**config.mk**
```make
export PLATFORM = sky130hd
export DESIGN_NAME = lock_reset_seq
export DESIGN_NICKNAME = d
export VERILOG_FILES = /design/src/rtl/lock_reset_seq.sv
export SDC_FILE = /design/constraint.sdc
export NUM_CORES = 1
export LEC_CHECK = 0
export BUFFER_PORTS_ARGS = -buffer_cell sky130_fd_sc_hd__buf_2
export CAP_MARGIN = 20
export CORE_MARGIN = 1.5
export CORE_UTILIZATION = 40
export DETAILED_ROUTE_END_ITERATION = 8
export PLACE_DENSITY = 0.61
export SETUP_SLACK_MARGIN = 0.05
export SLEW_MARGIN = 25
export SYNTH_ARGS = -nofsm -noshare
export SYNTH_HDL_FRONTEND = slang
export SYNTH_SLANG_ARGS = --single-unit
```
**constraint.sdc**
```tcl
create_clock -name clock21 -period 2.26 [get_ports clock21]
set_input_delay 0.339 -clock clock21 [delete_from_list [all_inputs] [get_ports clock21]]
set_output_delay 0.339 -clock clock21 [all_outputs]
set_load 0.005 [all_outputs]
```
**src/rtl/lock_reset_seq.sv**
```systemverilog
// Power-on/lock-driven reset sequencer: releases sys_reset after a stable PLL lock, then cpu_reset.
// Define LOCK_LOSS_COUNT_EN to build the saturating lock-loss event counter on loss_count.
module lock_reset_seq #(
  parameter int STABLE_CYCLES = 1024,
  parameter int CPU_DELAY     = 16,
  parameter int SYNC_STAGES   = 2
) (
  input  logic       clock21,
  input  logic       reset_n,
  input  logic       locked_in,
  output logic       sys_reset,
  output logic       cpu_reset,
  output logic       ready,
  output logic [1:0] state,
  output logic [7:0] loss_count
);

  localparam logic [1:0] IDLE        = 2'b00;
  localparam logic [1:0] WAIT_STABLE = 2'b01;
  localparam logic [1:0] SYS_UP      = 2'b10;
  localparam logic [1:0] RUN         = 2'b11;

  localparam logic [15:0] STABLE_TC = 16'(STABLE_CYCLES - 1);
  localparam logic [15:0] CPU_TC    = 16'(CPU_DELAY - 1);

  logic [SYNC_STAGES-1:0] sync_reg;
  logic                   locked_s;
  logic [1:0]             state_reg;
  logic [1:0]             state_next;
  logic [15:0]            count_reg;
  logic [15:0]            count_next;
  logic                   sys_reset_reg;
  logic                   cpu_reset_reg;
  logic                   ready_reg;

  // Lock synchronizer chain; only the final stage feeds the FSM.
  genvar gi;
  generate
    for (gi = 0; gi < SYNC_STAGES; gi++) begin : g_sync
      if (gi == 0) begin : g_first
        always_ff @(posedge clock21 or negedge reset_n) begin
          if (!reset_n) sync_reg[gi] <= 1'b0;
          else          sync_reg[gi] <= locked_in;
        end
      end else begin : g_next
        always_ff @(posedge clock21 or negedge reset_n) begin
          if (!reset_n) sync_reg[gi] <= 1'b0;
          else          sync_reg[gi] <= sync_reg[gi-1];
        end
      end
    end
  endgenerate

  assign locked_s = sync_reg[SYNC_STAGES-1];

  // Lock loss is tested first in every state so it beats a terminal count on the same edge.
  always_comb begin
    state_next = state_reg;
    count_next = count_reg;
    case (state_reg)
      IDLE: begin
        count_next = 16'd0;
        if (locked_s) state_next = WAIT_STABLE;
      end
      WAIT_STABLE: begin
        if (!locked_s) begin
          state_next = IDLE;
          count_next = 16'd0;
        end else if (count_reg == STABLE_TC) begin
          state_next = SYS_UP;
          count_next = 16'd0;
        end else begin
          count_next = count_reg + 16'd1;
        end
      end
      SYS_UP: begin
        if (!locked_s) begin
          state_next = IDLE;
          count_next = 16'd0;
        end else if (count_reg == CPU_TC) begin
          state_next = RUN;
          count_next = 16'd0;
        end else begin
          count_next = count_reg + 16'd1;
        end
      end
      RUN: begin
        if (!locked_s) begin
          state_next = IDLE;
          count_next = 16'd0;
        end
      end
      default: begin
        state_next = IDLE;
        count_next = 16'd0;
      end
    endcase
  end

  // Outputs decode the next state so the resets move on the same edge as the transition.
  always_ff @(posedge clock21 or negedge reset_n) begin
    if (!reset_n) begin
      state_reg     <= IDLE;
      count_reg     <= 16'd0;
      sys_reset_reg <= 1'b1;
      cpu_reset_reg <= 1'b1;
      ready_reg     <= 1'b0;
    end else begin
      state_reg     <= state_next;
      count_reg     <= count_next;
      sys_reset_reg <= (state_next == IDLE) || (state_next == WAIT_STABLE);
      cpu_reset_reg <= (state_next != RUN);
      ready_reg     <= (state_next == RUN);
    end
  end

  assign sys_reset = sys_reset_reg;
  assign cpu_reset = cpu_reset_reg;
  assign ready     = ready_reg;
  assign state     = state_reg;

`ifdef LOCK_LOSS_COUNT_EN
  logic [7:0] loss_reg;

  always_ff @(posedge clock21 or negedge reset_n) begin
    if (!reset_n) begin
      loss_reg <= 8'd0;
    end else if (((state_reg == SYS_UP) || (state_reg == RUN)) && !locked_s
                 && (loss_reg != 8'hFF)) begin
      loss_reg <= loss_reg + 8'd1;
    end
  end

  assign loss_count = loss_reg;
`else
  assign loss_count = 8'd0;
`endif

endmodule
```
=== Word level (Yosys, flattened, before mapping) ===
Cells that the tools add are included.

* Memories kept: 0
* Output and inout bits: 13
* Memory bits (writable): 0
* Bits in latches: 0
* Input port bits: 3
* Memory bits (read-only): 0
* Register bits: 23

* Shift-type cells: 0
* Equal/unequal tests: 9
* Bitwise operators: 0
* Reductions and logical operators: 3
* $lt $le $gt $ge: 0
* Add/sub/neg operators: 1
* Multiplexer cells: 13
* Divide/modulo/power cells: 0
* Multipliers: 0

{| class="wikitable"
|+ Operator list
! cell !! number
|-
| $mux W16 || 5
|-
| $pmux W16 S4 || 1
|-
| $add A16 B1 Y16 const B || 1
|-
| $eq A16 B10 Y1 const B || 1
|-
| $eq A16 B4 Y1 const B || 1
|-
| $mux W2 || 6
|-
| $pmux W2 S4 || 1
|-
| $eq A2 B2 Y1 const B || 3
|-
| $eq A2 B1 Y1 const B || 2
|-
| $logic_not A2 Y1 || 2
|-
| $ne A2 B2 Y1 const B || 2
|-
| $logic_or A1 B1 Y1 || 1
|}

=== Longest topological paths before layout ===
Gate-level depths: netlist of run 1.

* Depth in word-level cells: 6
* Depth in mapped cells: 7
* Gate-level depth less buffers: 7

=== Worst setup path before layout of run 1 ===
Ideal clock, no wire load.

* Path kind: register to register
* Start: register state_reg[0], in the netlist state[0]
* End: register count_reg[12]
* Cell stages (with the launch flop): 8
* Clock period less this slack: 1799 ps
* Setup time: 119 ps
* Arrival: 1681 ps
* Path buffers: 1
* Path slack: 461 ps
* Path through: dfrtp_1 ha_1 and2_1 clkbuf_1 or3_1 nor2_1 xnor2_1 nor2_1

* Cells in the longest elaborated chain, start to end: 2
* Elaborated cells on any way between the ends: 6
* Those cells by class: eq/ne (4); mux (1); reduce/logical (1)

{| class="wikitable"
|+ Ends and longest elaborated chain
! what !! line !! source
|-
| start: declaration || 28 || <nowiki>logic [1:0] state_reg;</nowiki>
|-
| start signal: assignment || 109 || <nowiki>state_reg <= state_next;</nowiki>
|-
| $eq A2 B2 Y1, or another cell as far along || 60 || <nowiki>case (state_reg)</nowiki>
|-
| $pmux W16 S4 or $ne A2 B2 Y1 (tied branches) || n/a ||
|-
| end signal: assignment || 110 || <nowiki>count_reg <= count_next;</nowiki>
|-
| end: declaration || 30 || <nowiki>logic [15:0] count_reg;</nowiki>
|}

Parallel ways exist; a longest one is shown, timed or not.
A chain may end at the register's enable or synchronous reset.

=== Worst setup path in the final report of run 1 ===
* Start: register count_reg[12]
* End: register count_reg[6]

* Cells in the longest elaborated chain, start to end: 4
* Elaborated cells on any way between the ends: 7
* Those cells by class: eq/ne (2); mux (5)

{| class="wikitable"
|+ Ends and longest elaborated chain
! what !! line
|-
| $eq A16 B4 Y1 or $eq A16 B10 Y1 (tied branches) || 80, 69
|-
| $mux W16 (on tied branches) || 80, 69
|-
| $mux W16 (on tied branches) || 77, 66
|-
| $pmux W16 S4 * || 60
|}

Every way passes the cells marked *; elsewhere a longest branch is shown, timed or not.

==> impl_results.md, run 1 <==
- Worst-Skew Late Latency: 300 ps
- Most frequent cells in the layout: 21 x dfrtp_1, 17 x nor2_1, 14 x nand2_1
- Synthesis-stage register bit count: 23
- LEAKAGE: just under 0.6 nW
- Met3 Usage GRT: 0.01891
- # port buffers: 7
- Die ar.: ~3700 µm²
- Initial antenna violation count: 0
- Gates resized, CTS repair: 0
- WP data required: about 2500 ps
- PwrDens: between 500 and 600 nW/µm²
- Mapped Cells: between 100 and 150
- Hold Fails Final Rpt: 0
- WHS: 134.8 ps
- Post-DR wirelength/cell: around 12 µm
- Die width: between 60 and 70 µm
- Netlist cell types: 42
- Met2 usage: 0.2827
- Status: complete, no violations
- Final net count: 158
- Area growth syn-to-layout: 6.568%
- Number of global-route vias before repair: approximately 1000
- Worst Setup SP: count_reg[12]$_DFFE_PN0P_
- WS Path Type: reg -> reg
- Drc violations: 0
- Setup repair after global routing missed its margin: no
- Core area: roughly 3100 µm²
- Busiest grt layer: met2
- R2R setup slack: around 300 ps
- H-tree levels: 1
- Setup TNS: 0 ps
- Max clock buf depth: 2
- 1st-pass router iterations: 4
- Detail Placement HPWL: around 1800 µm
- Hold path start: locked_in
- Clock Skew: ~7.4 ps
- GP Congestion: 0.8296
- 1st-iter DRT viols: 43
- Worst vdd ir: 266.3 µV
- Boundary pin count: 16
- Met1 Use GR: 0.2102
- Post-Route WL: around 2400 µm
- # rows: 20
- DR vias: 985
- Seq/Total Area, Yosys: 0.4274
- Initial core utilization: 0.4324
- CP Max Fanout: 10
- Commonest non-fill, non-tap cell in the layout: dfrtp_1
- Post-synth top flop: dfrtp_1
- Final setup fails: 0
- Global route total overflow: 0
- Slew Limit Fails: 0
- Max reg flops: 16
- Postcts setup bufs: 0
- RR Startpoint: count_reg[12]$_DFFE_PN0P_
- Largest net degree at the start of global routing: 24
- Share of cells above drive strength 1: 0.1544
- Total CTS buffers: 3
- Final min period: between 1500 and 2000 ps
- Vias/cell: 5.104
- CTS tree: done
- Die height: roughly 61 µm
- Cts hold-fix bufs: 1
- Avg Inst Size Synth: around 9.7 µm²
- HP Class: in -> reg
- Synth Warn #: 0
- Cell area after synthesis: 1353 µm²
- Clock sinks: 23
- Ys async rst share: 1.000
- Reg-to-Reg End: count_reg[6]$_DFFE_PN0P_
- Hold Path Stages: 1
- Worst Path Arrival: between 2000 and 2500 ps
- Antenna cell count: 0
- Number of synthesized flops with an enable pin: 0
- Post-DRT Antenna Nets: 0
- Setup crit start kind: flip-flop
- Crit end category: flip-flop
- Gr usage total: 0.1615
- First-pass GRT wire length: between 4000 and 5000 µm
- Period utilisation layout: 0.8654
- Hold endpoint: sync_reg[0]$_DFF_PN0_
- MaxCap Viol Count: 0
- Reg clk slew, reported paths: 120 ps
- Fmax: approximately 510 MHz
- R2R depth: 5
- Root Buffer: clkbuf_4
==> stage by stage <==
step / power [mW] / util / worst slack (ps) / area (µm²) / instances
after global routing: 0.8582 / 0.4608 / 94.96 / 1441 / 193
final: 0.8010 / 0.4608 / 304.2 / 1441 / 193
after global placement: 0.6141 / 0.4492 / 338.6 / 1405 / 188
after floorplan: 0.5895 / - / 460.6 / 1379 / 146
after CTS: 0.8117 / 0.4608 / 320.0 / 1441 / 193
after detailed placement: 0.6209 / 0.4492 / 366.1 / 1405 / 188
==> worst max path at each step <==
stage	endpoint	slack [ps]
finish	count_reg[6]$_DFFE_PN0P_	300
global placement	ready$_DFF_PN0_	340
floorplan	count_reg[12]$_DFFE_PN0P_	460
detailed placement	ready$_DFF_PN0_	370
global route	count_reg[5]$_DFFE_PN0P_	90
CTS	count_reg[6]$_DFFE_PN0P_	320
==> synth_stat cells (all sizes together), types with 2 or more instances <==
| master | instances | area, µm² |
|---|---|---|
| dfrtp | 21 | 525.5 |
| nor2 | 17 | 63.81 |
| and4 | 2 | 18.77 |
| xor2 | 4 | 35.03 |
| a211oi | 3 | 27.52 |
| and2 | 2 | 12.51 |
| o21ai | 5 | 25.02 |
| nor4 | 2 | 12.51 |
| a21o | 3 | 22.52 |
| or3 | 5 | 36.28 |
| nand3 | 6 | 35.03 |
| xnor2 | 7 | 61.31 |
| inv | 7 | 26.28 |
| buf | 9 | 67.56 |
| a221oi | 2 | 17.52 |
| dfstp | 2 | 52.55 |
| ha | 5 | 62.56 |
| nand2 | 14 | 52.55 |
| nor3 | 3 | 20.02 |
| nand2b | 3 | 18.77 |
==> critical path, stage by stage (launching register included) <==
cell and delay [ps]:
dfrtp_1 460, nor4_1 430, nor4b_4 320, a21bo_2 240, a31o_2 320, nor2_1 80
==> metal layers <==
layer  share of wire  wire, µm
met2            0.49      1164
met4          0.0080        19
met3           0.033        79
met1            0.47      1122
met5               0         0
==> logic make-up after synthesis <==
group / Yosys count / share of synthesized area
flops: 23 / 0.4274
fa+ha+maj: 5 / 0.04625
compound gates: 20 / 0.1193
other cells: 1 / 0.002773
mux: 1 / 0.007401
buf+inv: 17 / 0.07215
xor+xnor: 11 / 0.07123
simple gates: 61 / 0.2535
==> area by class of cell <==
cell class | count | area [µm²]
timing repair buffer | 9 | 52.55
clock buffer | 4 | 26.28
tap | 44 | 55.05
multi-input combinational | 106 | 703.2
inverter | 7 | 26.28
fill | 319 | 1687
sequential | 23 | 578.1
==> where the power goes <==
group	switching [mW]	internal, mW	total [mW]
Clock	0.115	0.0686	0.183
Combinational	0.108	0.0640	0.172
Sequential	0.0202	0.426	0.446
Power figures use the tool's default switching activity.
==> run 2: changes to the inputs <==
- CORE_MARGIN: 1.5 -> 4
==> run 2 against run 1 <==
  * Via count fell by 0.61%
  * Count of clock-buffer cells in the layout fell by 1
  * Clock skew rose by 7.5 ps
  * Clock power rose by 6%
  * Cell area fell by 0.43%
  * Global-route usage fell by 3.6 points
  * Die area rose by 17%
  * Routed wire length rose by 0.71%
  * Non-clock buffer count fell by 1
  * Sequential cell count did not move
  * Worst hold slack got worse by 27 ps
  * Highest routed layer unchanged
==> impl_results.md, run 2 (synthesis results as in run 1) <==
- Share of cells above drive strength 1: 0.1554 (+0.001043)
- Cts hold-fix bufs: 1 (unchanged)
- Rel. slew slack: 0.6523
- Post-DRT Antenna Nets: 0 (unchanged)
- First-pass GRT wire length: 4181 µm (-6.8%)
- RR Startpoint: count_reg[0]$_DFFE_PN0P_
- Crit end category: flip-flop
- Commonest non-fill, non-tap cell in the layout: dfrtp_1
- Boundary pin count: 16 (unchanged)
- Gr usage total: 0.1255 (-0.03597)
- H-tree levels: 1 (unchanged)
- Vias/cell: 5.099 (about the same)
- Initial core utilization: 0.4290 (-0.003432)
- Root Buffer: clkbuf_4
- Reg-to-Reg End: ready$_DFF_PN0_
- Core area: 3153 µm² (+0.80%)
- 1st-pass router iterations: 4 (unchanged)
- Number of global-route vias before repair: 927 (-8.3%)
- Post-Route WL: 2403 µm (+0.71%)
- Worst-Margin Slew: 521.6 ps
- Max clock buf depth: 2 (unchanged)
- Drc violations: 0 (unchanged)
- Setup repair after global routing missed its margin: no
- Postcts setup bufs: 0 (unchanged)
- Hold path start: locked_in
- Global route total overflow: 0 (unchanged)
- Final setup fails: 0 (unchanged)
- Clock sinks: 23 (unchanged)
- Most frequent cells in the layout: 21 x dfrtp_1, 17 x nor2_1, 14 x nand2_1
- Post-DR wirelength/cell: 12.52 µm (+1.2%)
- Setup TNS: 0 ps (unchanged)
- Die width: 66.15 µm (+8.2%)
- WS Path Type: reg -> reg
- Period utilisation layout: 0.8766 (+0.01121)
- Die height: 66.15 µm (+8.2%)
- Worst-Skew Late Latency: 320 ps (+20 ps)
- R2R setup slack: 280 ps (-30 ps)
- Final net count: 157 (-0.63%)
- Placed cell area: 1398 µm² (-0.53%)
- CP Max Fanout: 5 (-5)
- Initial antenna violation count: 0 (unchanged)
- Clock Skew: 14.91 ps (+7.525 ps)
- Die ar.: 4376 µm² (+17%)
- PwrDens: 567.2 nW/µm² (+2.1%)
- 1st-iter DRT viols: 44 (+2.3%)
- # rows: 20 (unchanged)
- Worst Path Arrival: 2210 ps (+70 ps)
- Post-route cell area: 1435 µm² (-0.43%)
- Hold endpoint: sync_reg[0]$_DFF_PN0_
- Max reg flops: 16 (unchanged)
- Reg clk slew, reported paths: 140 ps (+20 ps)
- CTS tree: done
- Status: complete, no violations
- MaxCap Viol Count: 0 (unchanged)
- Antenna cell count: 0 (unchanged)
- WHS: 108.2 ps (-26.54 ps)
- HP Class: in -> reg
- R2R depth: 6 (+1)
- Worst vdd ir: 260.5 µV (-2.2%)
- Hold Path Stages: 1 (unchanged)
- Slew Limit Fails: 0 (unchanged)
- Hold Fails Final Rpt: 0 (unchanged)
- Fmax: 504.8 MHz (-1.3%)
- Setup crit start kind: flip-flop
- Gates resized, CTS repair: 0 (unchanged)
- WP data required: 2490 ps (+40 ps)
- Area growth syn-to-layout: 6.106%
- Final min period: 1981 ps (+25.33 ps)
- Largest net degree at the start of global routing: 24 (unchanged)
- Detail Placement HPWL: 1812 µm (+1.6%)
- DR vias: 979 (-0.61%)
- # port buffers: 7 (unchanged)
- Total CTS buffers: 3 (unchanged)
- GP Congestion: 0.8861 (+6.8%)
- LEAKAGE: 0.5819 nW (-0.47%)
## run 2: cell types whose count changed in the layout (fill, tap and decap cells not counted), sizes merged
cell	change
buf	-1
clkbuf	-1
clkinv	+1
## run 2: critical path, stage by stage (launching register included)
cell	delay, ps
dfrtp_1	410
ha_1	200
nand3_1	210
nand4b_1	320
a2111oi_2	510
a211oi_2	110
and2_1	150
## run 2: layout make-up
cell class | instances | area (µm²)
flip-flops and latches | 23 | 578.1
fillers | 323 | 1718
well taps | 44 | 55.05
repair buffers | 8 | 45.04
clock buffers | 3 | 22.52
clock inverters | 1 | 5.005
multi-input cells | 106 | 703.2
inverters | 7 | 26.28
## run 2: routing by layer
layer | GRT usage | part of all wire | up-vias
met5 | 0 | 0 | -
met4 | 0.06091 | 0.025 | 0
met3 | 0.02211 | 0.062 | 7
met2 | 0.1970 | 0.44 | 35
met1 | 0.1656 | 0.47 | 452
li1 | - | - | 485
## run 2: worst max-delay path by stage
stage | start | to | depth (start not counted)
after floorplan | state[0]$_DFF_PN0_ | count_reg[12]$_DFFE_PN0P_ | 7
after global placement | count_reg[12]$_DFFE_PN0P_ | ready$_DFF_PN0_ | 5
after detailed placement | count_reg[0]$_DFFE_PN0P_ | ready$_DFF_PN0_ | 6
after CTS | count_reg[0]$_DFFE_PN0P_ | ready$_DFF_PN0_ | 6
after global routing | count_reg[0]$_DFFE_PN0P_ | ready$_DFF_PN0_ | 6
final | count_reg[0]$_DFFE_PN0P_ | ready$_DFF_PN0_ | 6
## run 2: per-stage QoR
step / instances / util / power (mW) / worst slack, ps
3_5_place_dp: 187 / 0.4433 / 0.6247 / 301.4
3_3_place_gp: 187 / 0.4433 / 0.6150 / 358.5
2_1_floorplan: 146 / - / 0.5895 / 460.6
5_1_grt: 192 / 0.4552 / 0.8682 / 79.22
4_1_cts: 192 / 0.4552 / 0.8226 / 290.9
6_report: 192 / 0.4552 / 0.8140 / 278.9
## run 2: power by group
group,leakage [nW],switching (mW),internal [mW]
combinational,0.256,0.110,0.0644
clock,0.0177,0.128,0.0663
sequential,0.308,0.0191,0.426
==> run 3: changes to the inputs <==
- ABC_AREA: unset -> 1
==> run 3 against run 2 <==
  * Register-to-register slack improved by 400 ps
  * Sequential share of layout area fell by 2.3 points
  * Clock skew is 9.0 ps lower
  * Routed wire length grew 3.0%
  * Sequential power rose by 3%
  * Critical path depth rose by 1
  * Worst hold slack improved by 16 ps
  * First-iteration DRC count down 30%
  * Synthesized cell count is 27% higher
  * Sequential cell count unchanged
  * Total power grew 6.1%
  * Fmax increased by 25%
  * Critical path type unchanged
==> impl_results.md, run 3 <==
- Post-DR wirelength/cell: 10.57 µm (-16%)
- Global route total overflow: 0 (unchanged)
- Synth top area share: 0.3687 (-0.01978)
- Synthesis-stage register bit count: 23 (unchanged)
- Synth cell count leaders: 41 x nand2_1, 22 x nor2_1, 21 x dfrtp_1
- Rel. slew slack: 0.6537 (+0.001388)
- Sequential share of power: 0.530 (-0.016)
- Worst path slowest cell: dfrtp_1
- Worst vdd ir: 357.0 µV (+37%)
- Post-Route WL: 2474 µm (+3.0%)
- Commonest non-fill, non-tap cell in the layout: nand2_1
- Total CTS buffers: 3 (unchanged)
- Hold Fails Final Rpt: 0 (unchanged)
- MaxCap Viol Count: 0 (unchanged)
- Worst Path Arrival: 1800 ps (-410 ps)
- Post-DRT Antenna Nets: 0 (unchanged)
- CP Max Fanout: 10 (+5)
- Setup repair after global routing missed its margin: no
- Reg clk slew, reported paths: 130 ps (about the same)
- Detail Placement HPWL: 1951 µm (+7.6%)
- WP data required: 2480 ps (about the same)
- Register Area: 578.1 µm² (unchanged)
- Count leader, synth: nand2_1
- Area growth syn-to-layout: 6.673%
- Area leader, netlist: dfrtp_1
- Setup TNS: 0 ps (unchanged)
- Worst-Margin Slew: 519.5 ps (-2.082 ps)
- Crit-path cells: ha_1 > nand2_4 > inv_4 > nor3_4 > nand2_1 > o211ai_1 > nor2_2
- Combinational Power Share: 0.244 (+0.029)
- Slew Limit Fails: 0 (unchanged)
- DP Worst Slack: 686.4 ps (+385.1 ps)
- Drc violations: 0 (unchanged)
- Gates resized, CTS repair: 0 (unchanged)
- Final min period: 1583 ps (-398.2 ps)
- PwrDens: 568.4 nW/µm² (+0.20%)
- 1st-pass router iterations: 4 (unchanged)
- Netlist cell types: 28 (-33%)
- Max clock buf depth: 2 (unchanged)
- Die width: 67.69 µm (+2.3%)
- Antenna cell count: 0 (unchanged)
- Clock Skew: 5.860 ps (-9.045 ps)
- Postcts setup bufs: 0 (unchanged)
- Vias/cell: 4.534 (-11%)
- CP top delay family: simple AND/OR/NAND/NOR gates
- Root Buffer: clkbuf_4
- Synth top area cells: dfrtp_1 37%, nand2_1 11%, nor2_1 5.8%, nor2_2 5.3%, inv_1 4.5%
- H-tree levels: 1 (unchanged)
- Cell area after synthesis: 1425 µm² (+5.4%)
- Synth Warn #: 0 (unchanged)
- Largest net degree at the start of global routing: 24 (unchanged)
- 1st-iter DRT viols: 31 (-30%)
- WS Path Type: reg -> reg
- Int Pwr: 0.5748 mW (+3.3%)
- Ys async rst share: 1.000 (unchanged)
- Crit path buf inv count: 1 (+1)
- # port buffers: 7 (unchanged)
- LEAKAGE: 0.7664 nW (+32%)
- Die height: 67.69 µm (+2.3%)
- DR vias: 1061 (+8.4%)
- Max reg flops: 16 (unchanged)
- Sw Ratio: 0.3348 (+0.01834)
- Crit end category: flip-flop
- Number of global-route vias before repair: 1008 (+8.7%)
- Worst-Skew Late Latency: 310 ps (about the same)
- Post-synth top flop: dfrtp_1
- CP max stage delay: 440 ps (-70 ps)
- Boundary pin count: 16 (unchanged)
- Clock sinks: 23 (unchanged)
- Period utilisation layout: 0.7004 (-0.1762)
- Final net count: 197 (+25%)
- Status: complete, no violations
- Multi-input logic area: 732.0 µm² (+4.1%)
- Die ar.: 4582 µm² (+4.7%)
- Seq/Total Area, Yosys: 0.4056 (-0.02176)
- Clock power share: 0.226 (-0.013)
- HP Class: in -> reg
- Final worst slack: 677.1 ps (+398.2 ps)
- Mapped Cells: 177 (+27%)
- Fmax: 631.8 MHz (+25%)
- CTS tree: done
- First-pass GRT wire length: 4422 µm (+5.8%)
- NetSw: 0.2893 mW (+12%)
- # rows: 21 (+5.0%)
- Avg Inst Size Synth: 8.052 µm² (-17%)
- Setup crit start kind: flip-flop
- Core area: 3390 µm² (+7.5%)
- Gr usage total: 0.1278 (+0.002294)
- Initial core utilization: 0.4205 (-0.008518)
- Number of synthesized flops with an enable pin: 0 (unchanged)
- Most frequent cells in the layout: 41 x nand2_1, 22 x nor2_1, 21 x dfrtp_1
- GP Congestion: 0.8181 (-7.7%)
- Initial antenna violation count: 0 (unchanged)
- Final setup fails: 0 (unchanged)
- Fill count: 343 (+6.2%)
- Share of cells above drive strength 1: 0.2287 (+0.07332)
- Fin util: 0.4485 (-0.006654)
- WHS: 123.8 ps (+15.59 ps)
## run 3: cell types whose count changed after synthesis, sizes merged, moves of 3 or more
cell,before,now
a211oi,3,0
a21o,3,0
inv,7,20
nand2,14,53
nand2b,3,0
nand3,6,12
nor2,17,36
o22ai,0,3
or3,5,0
xnor2,7,3
## run 3: cell families (layout without fill, tap and decap cells)
kind of cell | Yosys count | count (layout) | synth area share
flip-flops | 23 | 23 | 0.4056
AND/OR/NAND/NOR | 104 | 104 | 0.3731
XOR/XNOR | 7 | 7 | 0.04302
adder cells (fa/ha/maj) | 5 | 5 | 0.04390
AO/OA/AOI/OAI | 8 | 8 | 0.03248
buffers and inverters | 29 | 33 | 0.09921
other | 1 | 8 | 0.002631
## run 3: worst register-to-register path, delay by kind of cell (launching register included)
| family | cells | cell delay, ps |
|---|---|---|
| buf+inv | 1 | 70 |
| flops | 1 | 440 |
| compound gates | 1 | 210 |
| simple gates | 4 | 500 |
| fa+ha+maj | 1 | 280 |
## run 3: power by group through the flow
stage	registers (mW)	clock network (mW)	logic (mW)
floorplan	0.464	0	0.174
global placement	0.463	0	0.207
detailed placement	0.466	0	0.213
CTS	0.458	0.202	0.214
global route	0.461	0.220	0.238
finish	0.458	0.195	0.211
## run 3: per-stage QoR
stage,power (mW),cell area (µm²),std cells
global placement,0.6701,1484,229
floorplan,0.6374,1451,184
detailed placement,0.6782,1484,229
finish,0.8641,1520,234
CTS,0.8738,1520,234
global route,0.9190,1520,234
## run 3: worst paths after layout
check / start / to / slack (ps) / cells after the start
max in group asynchronous: reset_n / sys_reset$_DFF_PN1_ / 1380 / 2
worst min-delay path: locked_in / sync_reg[0]$_DFF_PN0_ / 120 / 1
worst max register to register: state[0]$_DFF_PN0_ / count_reg[7]$_DFFE_PN0P_ / 680 / 7
worst max-delay path: state[0]$_DFF_PN0_ / count_reg[7]$_DFFE_PN0P_ / 680 / 7
worst min register to register: sync_reg[0]$_DFF_PN0_ / locked_s$_DFF_PN0_ / 360 / 0
min in group asynchronous: reset_n / count_reg[14]$_DFFE_PN0P_ / 510 / 2
## run 3: per-layer routing
layer	up-vias	GRT usage	wire [µm]
met3	4	0.02496	83
met2	15	0.2090	1157
met5	-	0	0
met4	0	0.04557	35
li1	557	-	-
met1	485	0.1665	1198
## run 3: cell type report
cell class,count,share of cell area
multi-input combinational,132,0.4815
timing repair buffer,8,0.02963
tap,46,0.03786
sequential,23,0.3802
inverter,21,0.05350
clock buffer,4,0.01728
## run 3: repair_timing
| action | CTS | global route |
|---|---|---|
| endpoints found under the hold margin | 16 | 0 |
| endpoints found under the setup margin | 0 | 0 |
| hold buffers | 1 | 0 |
